### config.mk
export PLATFORM = sky130hd
export DESIGN_NAME = cpu_program_loader
export DESIGN_NICKNAME = d
export VERILOG_FILES = /design/src/rtl/cpu_program_loader.sv
export SDC_FILE = /design/constraint.sdc
export NUM_CORES = 1
export LEC_CHECK = 0
export ABC_AREA = 1
export CORE_UTILIZATION = 54
export CTS_CLUSTER_SIZE = 8
export DETAILED_ROUTE_END_ITERATION = 10
export PLACE_DENSITY = 0.79
export SETUP_SLACK_MARGIN = 0.2
export SLEW_MARGIN = 20
export SYNTH_ARGS = -nofsm -noshare
export SYNTH_HDL_FRONTEND = slang
export SYNTH_SLANG_ARGS = --single-unit
### constraint.sdc
create_clock -name clk -period 2.02 [get_ports clk]
set_input_delay 0.303 -clock clk [delete_from_list [all_inputs] [get_ports clk]]
set_output_delay 0.303 -clock clk [all_outputs]
set_load 0.03 [all_outputs]
### src/rtl/cpu_program_loader.sv
// cpu_program_loader: bit-serial program loader for the 3-bit CPU.
// Assembles DATA_W-bit words, MSB first, from a serial stream.
// Writes them to CPU RAM addresses 0..PROG_LEN-1, then raises PC_Enable.
// Optional feature macro: CPU_LOADER_CHECKSUM_EN.
//   When defined, an XOR checksum word follows the program and is verified
//   before the CPU is released.
module cpu_program_loader #(
  parameter int DATA_W   = 9,
  parameter int ADDR_W   = 3,
  parameter int PROG_LEN = 7
) (
  input  logic              clk,
  input  logic              reset,
  input  logic              start,
  input  logic              abort,
  input  logic              ser_bit,
  input  logic              ser_valid,
  output logic              ser_ready,
  output logic [DATA_W-1:0] RAM_Write_Data,
  output logic [ADDR_W-1:0] RAM_Write_Address,
  output logic              RAM_Write_Enable,
  output logic              PC_Enable,
  output logic              busy,
  output logic              error
);

  localparam int CNT_W = (DATA_W > 2) ? $clog2(DATA_W) : 1;
  localparam logic [CNT_W-1:0]  LAST_BIT  = CNT_W'(DATA_W - 1);
  localparam logic [ADDR_W-1:0] LAST_WORD = ADDR_W'(PROG_LEN - 1);

`ifdef CPU_LOADER_CHECKSUM_EN
  typedef enum logic [2:0] {
    S_IDLE, S_SHIFT, S_WRITE, S_RUN, S_CHECK, S_ERROR
  } state_t;
`else
  typedef enum logic [1:0] {
    S_IDLE, S_SHIFT, S_WRITE, S_RUN
  } state_t;
`endif

  state_t              r_state;
  logic [CNT_W-1:0]    r_bit_cnt;
  logic [ADDR_W-1:0]   r_word_cnt;
  logic [DATA_W-2:0]   r_shreg;
  logic                r_ser_ready;
  logic [DATA_W-1:0]   r_wr_data;
  logic [ADDR_W-1:0]   r_wr_addr;
  logic                r_wr_en;
  logic                r_pc_en;
  logic                r_busy;
`ifdef CPU_LOADER_CHECKSUM_EN
  logic [DATA_W-1:0]   r_csum;
  logic                r_error;
`endif

  logic                w_xfer;
  logic [DATA_W-1:0]   w_word;

  assign w_xfer = ser_valid & r_ser_ready;
  // Word as it will look once the current bit is shifted in
  assign w_word = {r_shreg, ser_bit};

  assign ser_ready         = r_ser_ready;
  assign RAM_Write_Data    = r_wr_data;
  assign RAM_Write_Address = r_wr_addr;
  assign RAM_Write_Enable  = r_wr_en;
  assign PC_Enable         = r_pc_en;
  assign busy              = r_busy;
`ifdef CPU_LOADER_CHECKSUM_EN
  assign error             = r_error;
`else
  assign error             = 1'b0;
`endif

  // Loader FSM; every output is computed alongside the next state so it is registered
  always_ff @(posedge clk or negedge reset) begin
    if (!reset) begin
      r_state     <= S_IDLE;
      r_bit_cnt   <= '0;
      r_word_cnt  <= '0;
      r_shreg     <= '0;
      r_ser_ready <= 1'b0;
      r_wr_data   <= '0;
      r_wr_addr   <= '0;
      r_wr_en     <= 1'b0;
      r_pc_en     <= 1'b0;
      r_busy      <= 1'b0;
`ifdef CPU_LOADER_CHECKSUM_EN
      r_csum      <= '0;
      r_error     <= 1'b0;
`endif
    end else if (abort) begin
      r_state     <= S_IDLE;
      r_bit_cnt   <= '0;
      r_word_cnt  <= '0;
      r_shreg     <= '0;
      r_ser_ready <= 1'b0;
      r_wr_data   <= '0;
      r_wr_addr   <= '0;
      r_wr_en     <= 1'b0;
      r_pc_en     <= 1'b0;
      r_busy      <= 1'b0;
`ifdef CPU_LOADER_CHECKSUM_EN
      r_csum      <= '0;
      r_error     <= 1'b0;
`endif
    end else begin
      case (r_state)
        S_IDLE: begin
          if (start) begin
            r_state     <= S_SHIFT;
            r_bit_cnt   <= '0;
            r_word_cnt  <= '0;
            r_shreg     <= '0;
            r_ser_ready <= 1'b1;
            r_busy      <= 1'b1;
`ifdef CPU_LOADER_CHECKSUM_EN
            r_csum      <= '0;
`endif
          end
        end

        S_SHIFT: begin
          if (w_xfer) begin
            r_shreg <= w_word[DATA_W-2:0];
            if (r_bit_cnt == LAST_BIT) begin
              r_bit_cnt   <= '0;
              r_state     <= S_WRITE;
              r_ser_ready <= 1'b0;
              r_wr_en     <= 1'b1;
              r_wr_data   <= w_word;
              r_wr_addr   <= r_word_cnt;
`ifdef CPU_LOADER_CHECKSUM_EN
              r_csum      <= r_csum ^ w_word;
`endif
            end else begin
              r_bit_cnt <= r_bit_cnt + 1'b1;
            end
          end
        end

        S_WRITE: begin
          r_wr_en <= 1'b0;
          if (r_word_cnt == LAST_WORD) begin
`ifdef CPU_LOADER_CHECKSUM_EN
            r_state     <= S_CHECK;
            r_ser_ready <= 1'b1;
`else
            r_state     <= S_RUN;
            r_pc_en     <= 1'b1;
            r_busy      <= 1'b0;
`endif
          end else begin
            r_word_cnt  <= r_word_cnt + 1'b1;
            r_state     <= S_SHIFT;
            r_ser_ready <= 1'b1;
          end
        end

        S_RUN: begin
          r_pc_en <= 1'b1;
        end

`ifdef CPU_LOADER_CHECKSUM_EN
        S_CHECK: begin
          if (w_xfer) begin
            r_shreg <= w_word[DATA_W-2:0];
            if (r_bit_cnt == LAST_BIT) begin
              r_bit_cnt   <= '0;
              r_ser_ready <= 1'b0;
              r_busy      <= 1'b0;
              if (w_word == r_csum) begin
                r_state <= S_RUN;
                r_pc_en <= 1'b1;
              end else begin
                r_state <= S_ERROR;
                r_error <= 1'b1;
              end
            end else begin
              r_bit_cnt <= r_bit_cnt + 1'b1;
            end
          end
        end

        S_ERROR: begin
          r_error <= 1'b1;
        end
`endif

        default: begin
          r_state     <= S_IDLE;
          r_ser_ready <= 1'b0;
          r_wr_en     <= 1'b0;
          r_pc_en     <= 1'b0;
          r_busy      <= 1'b0;
        end
      endcase
    end
  end

endmodule

== Word level (Yosys, flattened, before mapping) ==
Cells that the tools add are included.
Word-level totals
  register bits after elaboration: 33
  input bits: 6
  output and inout port bits: 17
  logic and storage cells: 83
Cells by class
  multiplexer cells: 43
  bitwise gates (word level): 1
  $add $sub $neg: 2
  reduce and logical (&&, ||, !) cells: 17
  equal/unequal tests: 10
Operator list (number)
  $mux W9: 4
  $mux W8: 3
  $mux W3: 7
  $mux W4: 4
  $pmux W8 S2: 1
  $ne A3 B3 Y1 const B: 5
  $reduce_and A3 Y1: 5
  $mux W1: 12
  $reduce_bool A3 Y1: 4
  $mux W2: 5
  $pmux W4 S2: 1
  $pmux W1 S2: 3
  $pmux W2 S3: 1
  $pmux W3 S2: 1
  $reduce_bool A2 Y1: 3
  $reduce_and A5 Y1: 1
  $add A4 B1 Y4 const B: 1
  $eq A2 B2 Y1 const B: 2
  $eq A4 B4 Y1 const B: 1
  $reduce_and A4 Y1: 1
  $reduce_bool A4 Y1: 1
  $add A3 B1 Y3 const B: 1
  $eq A3 B3 Y1 const B: 1
  $pmux W1 S3: 1
  4 further kinds: 4

== Longest topological paths before layout ==
  depth in word-level cells: 5
  depth in mapped cells: 11
  mapped depth without buffers: 10

== Least setup slack after synthesis ==
Ideal clock, no wire load.
  path kind: reg2reg
  from: register r_state[1]
  to: register r_shreg[0]
  arrival time: 1.374 ns
  required time: 1.902 ns
  path buffers: 1
  cell stages (with the launch flop): 11
  setup slack: 0.528 ns
  cells stage by stage: dfrtp_1 inv_1 ha_1 nor2_2 nand2_1 nand2_2 nor2_8 inv_4 buf_6 nand2_1 o21ai_2
On the way
  word-level cells in the longest chain between the ends: 3
  elaborated cells between the ends (all ways): 8
  classes of those cells: eq/ne (3); mux (2); reduce/logical (3)
Ends and longest elaborated chain
  start: declaration: line 41  | state_t r_state;
  start signal: assignment: line 78  | r_state <= S_IDLE;
  start signal: assignment: line 93  | r_state <= S_IDLE;
  start signal: assignment: line 111  | r_state <= S_SHIFT;
  $eq A2 B1 Y1 / $logic_not A2 Y1 (equally long branches): line 108  | case (r_state)
  $ne A3 B3 Y1 (no source line) (tied with other cells)
  $reduce_and A3 Y1 (no source line) / $mux W8 (equally long branches)
  end signal: assignment: line 125  | r_shreg <= w_word[DATA_W-2:0];
  end: declaration: line 44  | logic [DATA_W-2:0] r_shreg;
Parallel ways exist; a longest one is shown, timed or not.
A chain may end at the register's enable or synchronous reset.

== Worst setup path in the final report ==
  from: register r_ser_ready (netlist: ser_ready)
  to: output port ser_ready
RTL lines
  start: declaration: line 45  | logic r_ser_ready;
  start signal: assignment: line 82  | r_ser_ready <= 1'b0;
  start signal: assignment: line 97  | r_ser_ready <= 1'b0;
  start signal: assignment: line 115  | r_ser_ready <= 1'b1;
  end: declaration: line 18  | output logic ser_ready,
No word-level cell between the ends.

==> impl_metrics.toml <==
[floorplan]
start_util_pct = 58.6
die_h_um = 57.6
dieArea_um2 = 3320
core_area_um2 = 2850
std_cell_rows = 19
die_x_um = 57.6
ios = 23

[setup_path]
slowest_delay_ns = 0.69
crit_arrival_ns = 1.46
worstSetupPathType = "flop to output pin"
ff2ff_path_depth = 7
slowest_stage = "clkdlybuf4s50_1"
critPathLaunchType = "flop"
worst-path-buf-inv = 1
reg2reg_from = "r_state[0]"
worstPathCellList = "clkdlybuf4s50_1"
regToRegSetupSlack_ns = 0.33
end_kind = "output pin"
critical-path-top-delay-family = "buffers and inverters"
crit_fanout = 3
worstReg2RegEnd = "r_word_cnt[2]"
critPathRequiredTime_ns = 1.72

[run]
maxCapViolCount = 0

[yosys]
syn_area_per_cell_um2 = 8.99
synthDistinctLibCells = 24
ys_top_cells_by_area = "dfrtp_1 49%, nand2_1 11%, o21ai_0 7.5%"
syn_area_um2 = 1670
synth_cells = 186
ys_ff_latch = 33
yosys.area.top_type = "dfrtp_1"
synth_top_cell_area_share_pct = 49.4
seq_area_frac_synth_pct = 49.4
yosysWarningCount = 0
synth_fp_nets = 201

[sta]
setup_tns_ns = 0
hold_ws_ns = 0.336
fmax_mhz = 569
finalMaxSlewViolations = 0
setup_viol = 0
hold_viol_final = 0
period_needed_ns = 1.76
rsz0062_at_grt = "no"
min_period_over_period_pct = 87.1
clock-skew-final_ns = 0.0139

[detailed_routing]
vias = 1340
ant_nets = 0
drc = 1
drt_iter0_drc = 60
route.detailed.vias_per_inst = 5.49
drt_pass1_iterations = 7
wl_per_cell_um = 13.7
drt_wl_total_um = 3330

[power_and_ir_drop]
vdd_drop_max_mv = 0.497
power_leakage_nw = 0.952
power_density_nw_per_um2 = 1010

[grt]
grt_pass1_vias = 1302
grt_use_total_pct = 23.0
grt-ovfl-total = 0
grt_first_pass_wirelength_um = 5620
antenna_found_initial = 0
grt_max_degree = 34

[clock_network]
clock-sinks = 33
tritoncts = "yes"
clk_pin_slew_worst_paths_ns = 0.11
htreeDepth = 2
clockBufferDepth = 2
cts_root_buf = "clkbuf_4"
cts_buffers = 5
clk_latency_ns = 0.35

[cells_and_area]
final_nets = 227
syn2layout_area_growth_pct = 18.0
drive_above_1_share_pct = 16.4
n_antenna_cell = 0

[outcome]
status = "complete, but fails checks"
violations = "DRC"

[hold_path]
hold_class = "primary input to async pin"

[place]
dpl.hpwl_um = 2290
place_congestion = 0.883
portBuffers = 21
## Yosys cell counts
library cell,number
nor2_2,2
nand3_1,9
o21ai_0,25
buf_4,1
nand2_2,4
conb_1,1
a21boi_0,1
o211ai_1,1
a21oi_1,3
dfrtp_1,33
nor2_1,8
clkbuf_1,3
inv_4,1
o21ai_2,8
inv_1,12
inv_2,2
xor2_1,1
buf_6,2
nand2_4,2
nand2_1,50
nor2_8,2
o31ai_1,1
o21ai_1,5
ha_1,9
## layer usage
| metal | GRT usage, % | vias to the layer above | part of all wire [%] |
|---|---|---|---|
| met4 | 13.9 | 0 | 1.4 |
| met3 | 4.69 | 6 | 4.3 |
| met1 | 30.5 | 648 | 46 |
| met2 | 35.0 | 32 | 48 |
| li1 | - | 654 | - |
| met5 | 0 | - | 0 |
## cells by family after synthesis
kind of cell | after synthesis | synth area share (%)
AO/OA/AOI/OAI | 44 | 15.4
AND/OR/NAND/NOR | 77 | 21.7
adder cells (fa/ha/maj) | 9 | 6.74
other | 1 | 0.224
flip-flops | 33 | 49.4
XOR/XNOR | 1 | 0.524
buffers and inverters | 21 | 5.99
## timing repair
item	in CTS	in global routing
gates resized for setup	0	3
buffers inserted	0	1
endpoints found under the hold margin	0	0
hold buffers	0	0
endpoints found under the setup margin	0	11
## cell type report
type / count / area [um2]
clock buffer: 5 / 37.5
fill: 229 / 881
timing repair buffer: 25 / 240
sequential: 33 / 826
tap: 31 / 38.8
clock inverter: 3 / 17.5
multi-input combinational: 132 / 751
inverter: 15 / 61.3
## worst max path at each step
| stage | start | endpoint | cells after the start |
|---|---|---|---|
| 6_report | ser_ready | ser_ready | 1 |
| 5_1_grt | ser_ready | ser_ready | 1 |
| 3_5_place_dp | ser_valid | RAM_Write_Data[7] | 6 |
| 4_1_cts | ser_ready | ser_ready | 1 |
| 2_1_floorplan | r_state[1] | r_shreg[0] | 10 |
| 3_3_place_gp | ser_valid | RAM_Write_Address[1] | 7 |
## metrics by stage
stage / power [mW] / utilization [%] / cell area (um2) / instances / worst slack (ns)
2_1_floorplan: 1.42 / - / 1670 / 186 / 0.528
3_3_place_gp: 1.59 / 66.7 / 1900 / 235 / 0.214
3_5_place_dp: 1.62 / 66.7 / 1900 / 235 / 0.162
4_1_cts: 1.99 / 68.6 / 1960 / 243 / 0.260
5_1_grt: 2.14 / 69.1 / 1970 / 244 / 0.219
6_report: 2.00 / 69.1 / 1970 / 244 / 0.262
## power by group
group          switching [mW]  internal [mW]
combinational           0.557          0.270
clock                   0.240          0.131
sequential             0.0614          0.737
## placed cells by master, fill, tap and decap left out
cell type / synthesis / layout
clkdlybuf4s50_1: 0 / 21
xor2_1: 1 / 1
nand3_1: 9 / 9
ha_1: 9 / 9
inv_4: 1 / 2
dfrtp_1: 33 / 33
inv_1: 12 / 12
o31ai_1: 1 / 1
o21ai_0: 25 / 25
o21ai_1: 5 / 5
o21ai_2: 8 / 8
conb_1: 1 / 1
clkbuf_4: 0 / 5
nand2_2: 4 / 5
o211ai_1: 1 / 1
nand2_4: 2 / 2
clkinvlp_4: 0 / 1
nor2_2: 2 / 3
buf_4: 1 / 4
a21boi_0: 1 / 1
nor2_1: 8 / 7
nor2_8: 2 / 2
a21oi_1: 3 / 3
inv_2: 2 / 1
clkinv_2: 0 / 2
nand2_1: 50 / 49
## flip-flops by register name, summed over array words and instances (netlist names)
register,cells
RAM_Write_Data,9
r_shreg,8
r_bit_cnt,4
RAM_Write_Address,3
r_word_cnt,3
r_state,2
PC_Enable,1
RAM_Write_Enable,1
busy,1
ser_ready,1
No activity file was read; power rests on OpenSTA's default activity.
==> variant: new RTL, same flow settings <==
The parameter `DATA_W` goes from 9 to 7.
--- a/src/rtl/cpu_program_loader.sv
+++ b/src/rtl/cpu_program_loader.sv
@@ -5,7 +5,7 @@
 //   When defined, an XOR checksum word follows the program and is verified
 //   before the CPU is released.
 module cpu_program_loader #(
-  parameter int DATA_W   = 9,
+  parameter int DATA_W   = 7,
   parameter int ADDR_W   = 3,
   parameter int PROG_LEN = 7
 ) (
Ports: changed (resized RAM_Write_Data); port bits go from 23 to 21. The function was not compared with the original's and may differ.
==> variant against the unedited design <==
Area after synthesis decreased by 5.8%; clock skew decreased by 0.0055 ns; die area decreased by 5.6%; global-route usage decreased by 2.5 points; critical path depth unchanged; worst setup slack got worse by 0.0024 ns; sequential cell count decreased by 5; total power decreased by 6.8%; routed wire length decreased by 13%; register-to-register slack improved by 0.05 ns; first-iteration DRC count decreased by 63%; design area decreased by 5.8%; largest cell class is now multi-input combinational cells; highest routed layer unchanged.
==> variant: results (changes against the unedited design) <==
<table>
<tr><th>Metric</th><th>Value</th></tr>
<tr><th colspan="2">Global routing</th></tr>
<tr><td>Wire length of the first global-routing pass</td><td>5.064 mm (-9.9%)</td></tr>
<tr><td>Global router's overall resource usage</td><td>20.56% (-2.5 points)</td></tr>
<tr><td>Maximum number of pins on one net before global-route repair</td><td>29 (-15%)</td></tr>
<tr><th colspan="2">Logic synthesis</th></tr>
<tr><td>Post-synthesis xor/xnor area fraction</td><td>0.5564% (+0.032 points)</td></tr>
<tr><td>Mean post-synth cell area</td><td>8.241 um2 (-8.3%)</td></tr>
<tr><td>Leading post-synthesis cells by instance count</td><td>nand2_1, dfrtp_1, inv_1, nor2_1, o21ai_1</td></tr>
<tr><td>Adder-Cell Fraction of Synth Area</td><td>5.564% (-1.2 points)</td></tr>
<tr><td>Number of nets in the synthesized netlist</td><td>204 (+1.5%)</td></tr>
<tr><td>Compound-cell area share of the yosys netlist</td><td>8.506% (-6.9 points)</td></tr>
<tr><td>Synth area leaders</td><td>dfrtp_1, nand2_1, ha_1, inv_1, o21ai_2</td></tr>
<tr><td>Distinct cell type count after synthesis</td><td>25 (+4.2%)</td></tr>
<tr><th colspan="2">Placed design</th></tr>
<tr><td>Global placement routability congestion</td><td>0.9129 (+3.4%)</td></tr>
<tr><td>Pre-CTS WS</td><td>0.1814 ns (+0.01942 ns)</td></tr>
<tr><td>HPWL after detailed placement</td><td>2.176 mm (-4.8%)</td></tr>
<tr><td>Total cell area at the placement stage</td><td>1770 um2 (-6.9%)</td></tr>
<tr><td>Cell count after placement</td><td>239 (+1.7%)</td></tr>
<tr><th colspan="2">Layout</th></tr>
<tr><td>Final layout net count</td><td>229 (+0.88%)</td></tr>
<tr><td>Final cell utilization of the core</td><td>67.33% (-1.8 points)</td></tr>
<tr><td>Share of final-layout standard cells stronger than drive strength 1</td><td>17.67% (+1.2 points)</td></tr>
<tr><td>Max FFs per register</td><td>7 (-2)</td></tr>
<tr><td>Final cell count without fillers</td><td>246 (+0.82%)</td></tr>
<tr><th colspan="2">Clock tree</th></tr>
<tr><td>Deepest level of the CTS H-tree</td><td>1 (-1)</td></tr>
<tr><td>Clock latency on the worst-skew pair</td><td>0.33 ns (-0.02 ns)</td></tr>
<tr><td>Largest buffer count on any clock path</td><td>2 (unchanged)</td></tr>
<tr><td>CTS Buf Count</td><td>3 (-2)</td></tr>
<tr><th colspan="2">Drt</th></tr>
<tr><td>Mean routed wirelength per cell</td><td>11.84 um (-13%)</td></tr>
<tr><td>Number of detailed-route iterations in the first pass</td><td>4 (-3)</td></tr>
<tr><td>Vias after detailed routing</td><td>1246 (-7.0%)</td></tr>
<tr><td>DR iter-0 viols</td><td>22 (-63%)</td></tr>
<tr><th colspan="2">Outcome</th></tr>
<tr><td>Result of the run</td><td>finished clean</td></tr>
<tr><th colspan="2">Critical path</th></tr>
<tr><td>Reg2Reg Depth</td><td>9 (+2)</td></tr>
</table>
==> variant: cell types whose count changed after synthesis, moves of 3 or more <==
cell      unedited run  this run
o21ai_0             25         1
nor2_1               8        15
nand2_2              4         7
o21ai_1              5        10
dfrtp_1             33        28
nor2_4               0         3
clkbuf_1             3         0
nand2_1             50        65
inv_1               12        17
==> variant: area by class of cell <==
cell class / instances / area share, %
Timing Repair Buffer: 25 / 14.02
Inverter: 21 / 4.245
Multi-Input combinational cell: 137 / 39.96
Sequential cell: 28 / 37.74
Clock buffer: 4 / 1.954
Tap cell: 31 / 2.089
==> variant: final timing paths <==
check | startpoint | end | slack [ns]
setup reg to reg | r_state[1] | r_bit_cnt[0] | 0.38
hold reg to reg | RAM_Write_Address[1] | RAM_Write_Address[1] | 0.49
min in group clk | RAM_Write_Address[1] | RAM_Write_Address[1] | 0.49
setup / recovery | ser_ready | ser_ready | 0.26
max in group asynchronous | reset | PC_Enable | 1.44
hold / removal | reset | RAM_Write_Data[1] | 0.32
==> variant: power by group <==
part	switching, mW	internal, mW
registers	0.0741	0.634
clock network	0.163	0.111
logic	0.527	0.352
total	0.764	1.10
==> variant: cells by family after synthesis <==
| group | after synthesis |
|---|---|
| simple gates | 107 |
| compound gates | 21 |
| other cells | 1 |
| buf+inv | 26 |
| flops | 28 |
| xor+xnor | 1 |
| fa+ha+maj | 7 |
==> variant: timing repair <==
action,4_1_cts,5_1_grt
resized for setup,0,1
endpoints found under the setup margin,0,5
hold buffers,0,0
setup buffers,0,3
==> variant: metal layers <==
metal / vias up / global-route usage (%) / part of all wire, %
li1: 651 / - / -
met1: 571 / 25.73 / 43
met2: 20 / 36.56 / 53
met3: 4 / 2.326 / 2.9
met4: 0 / 7.317 / 1.3
met5: - / 0 / 0
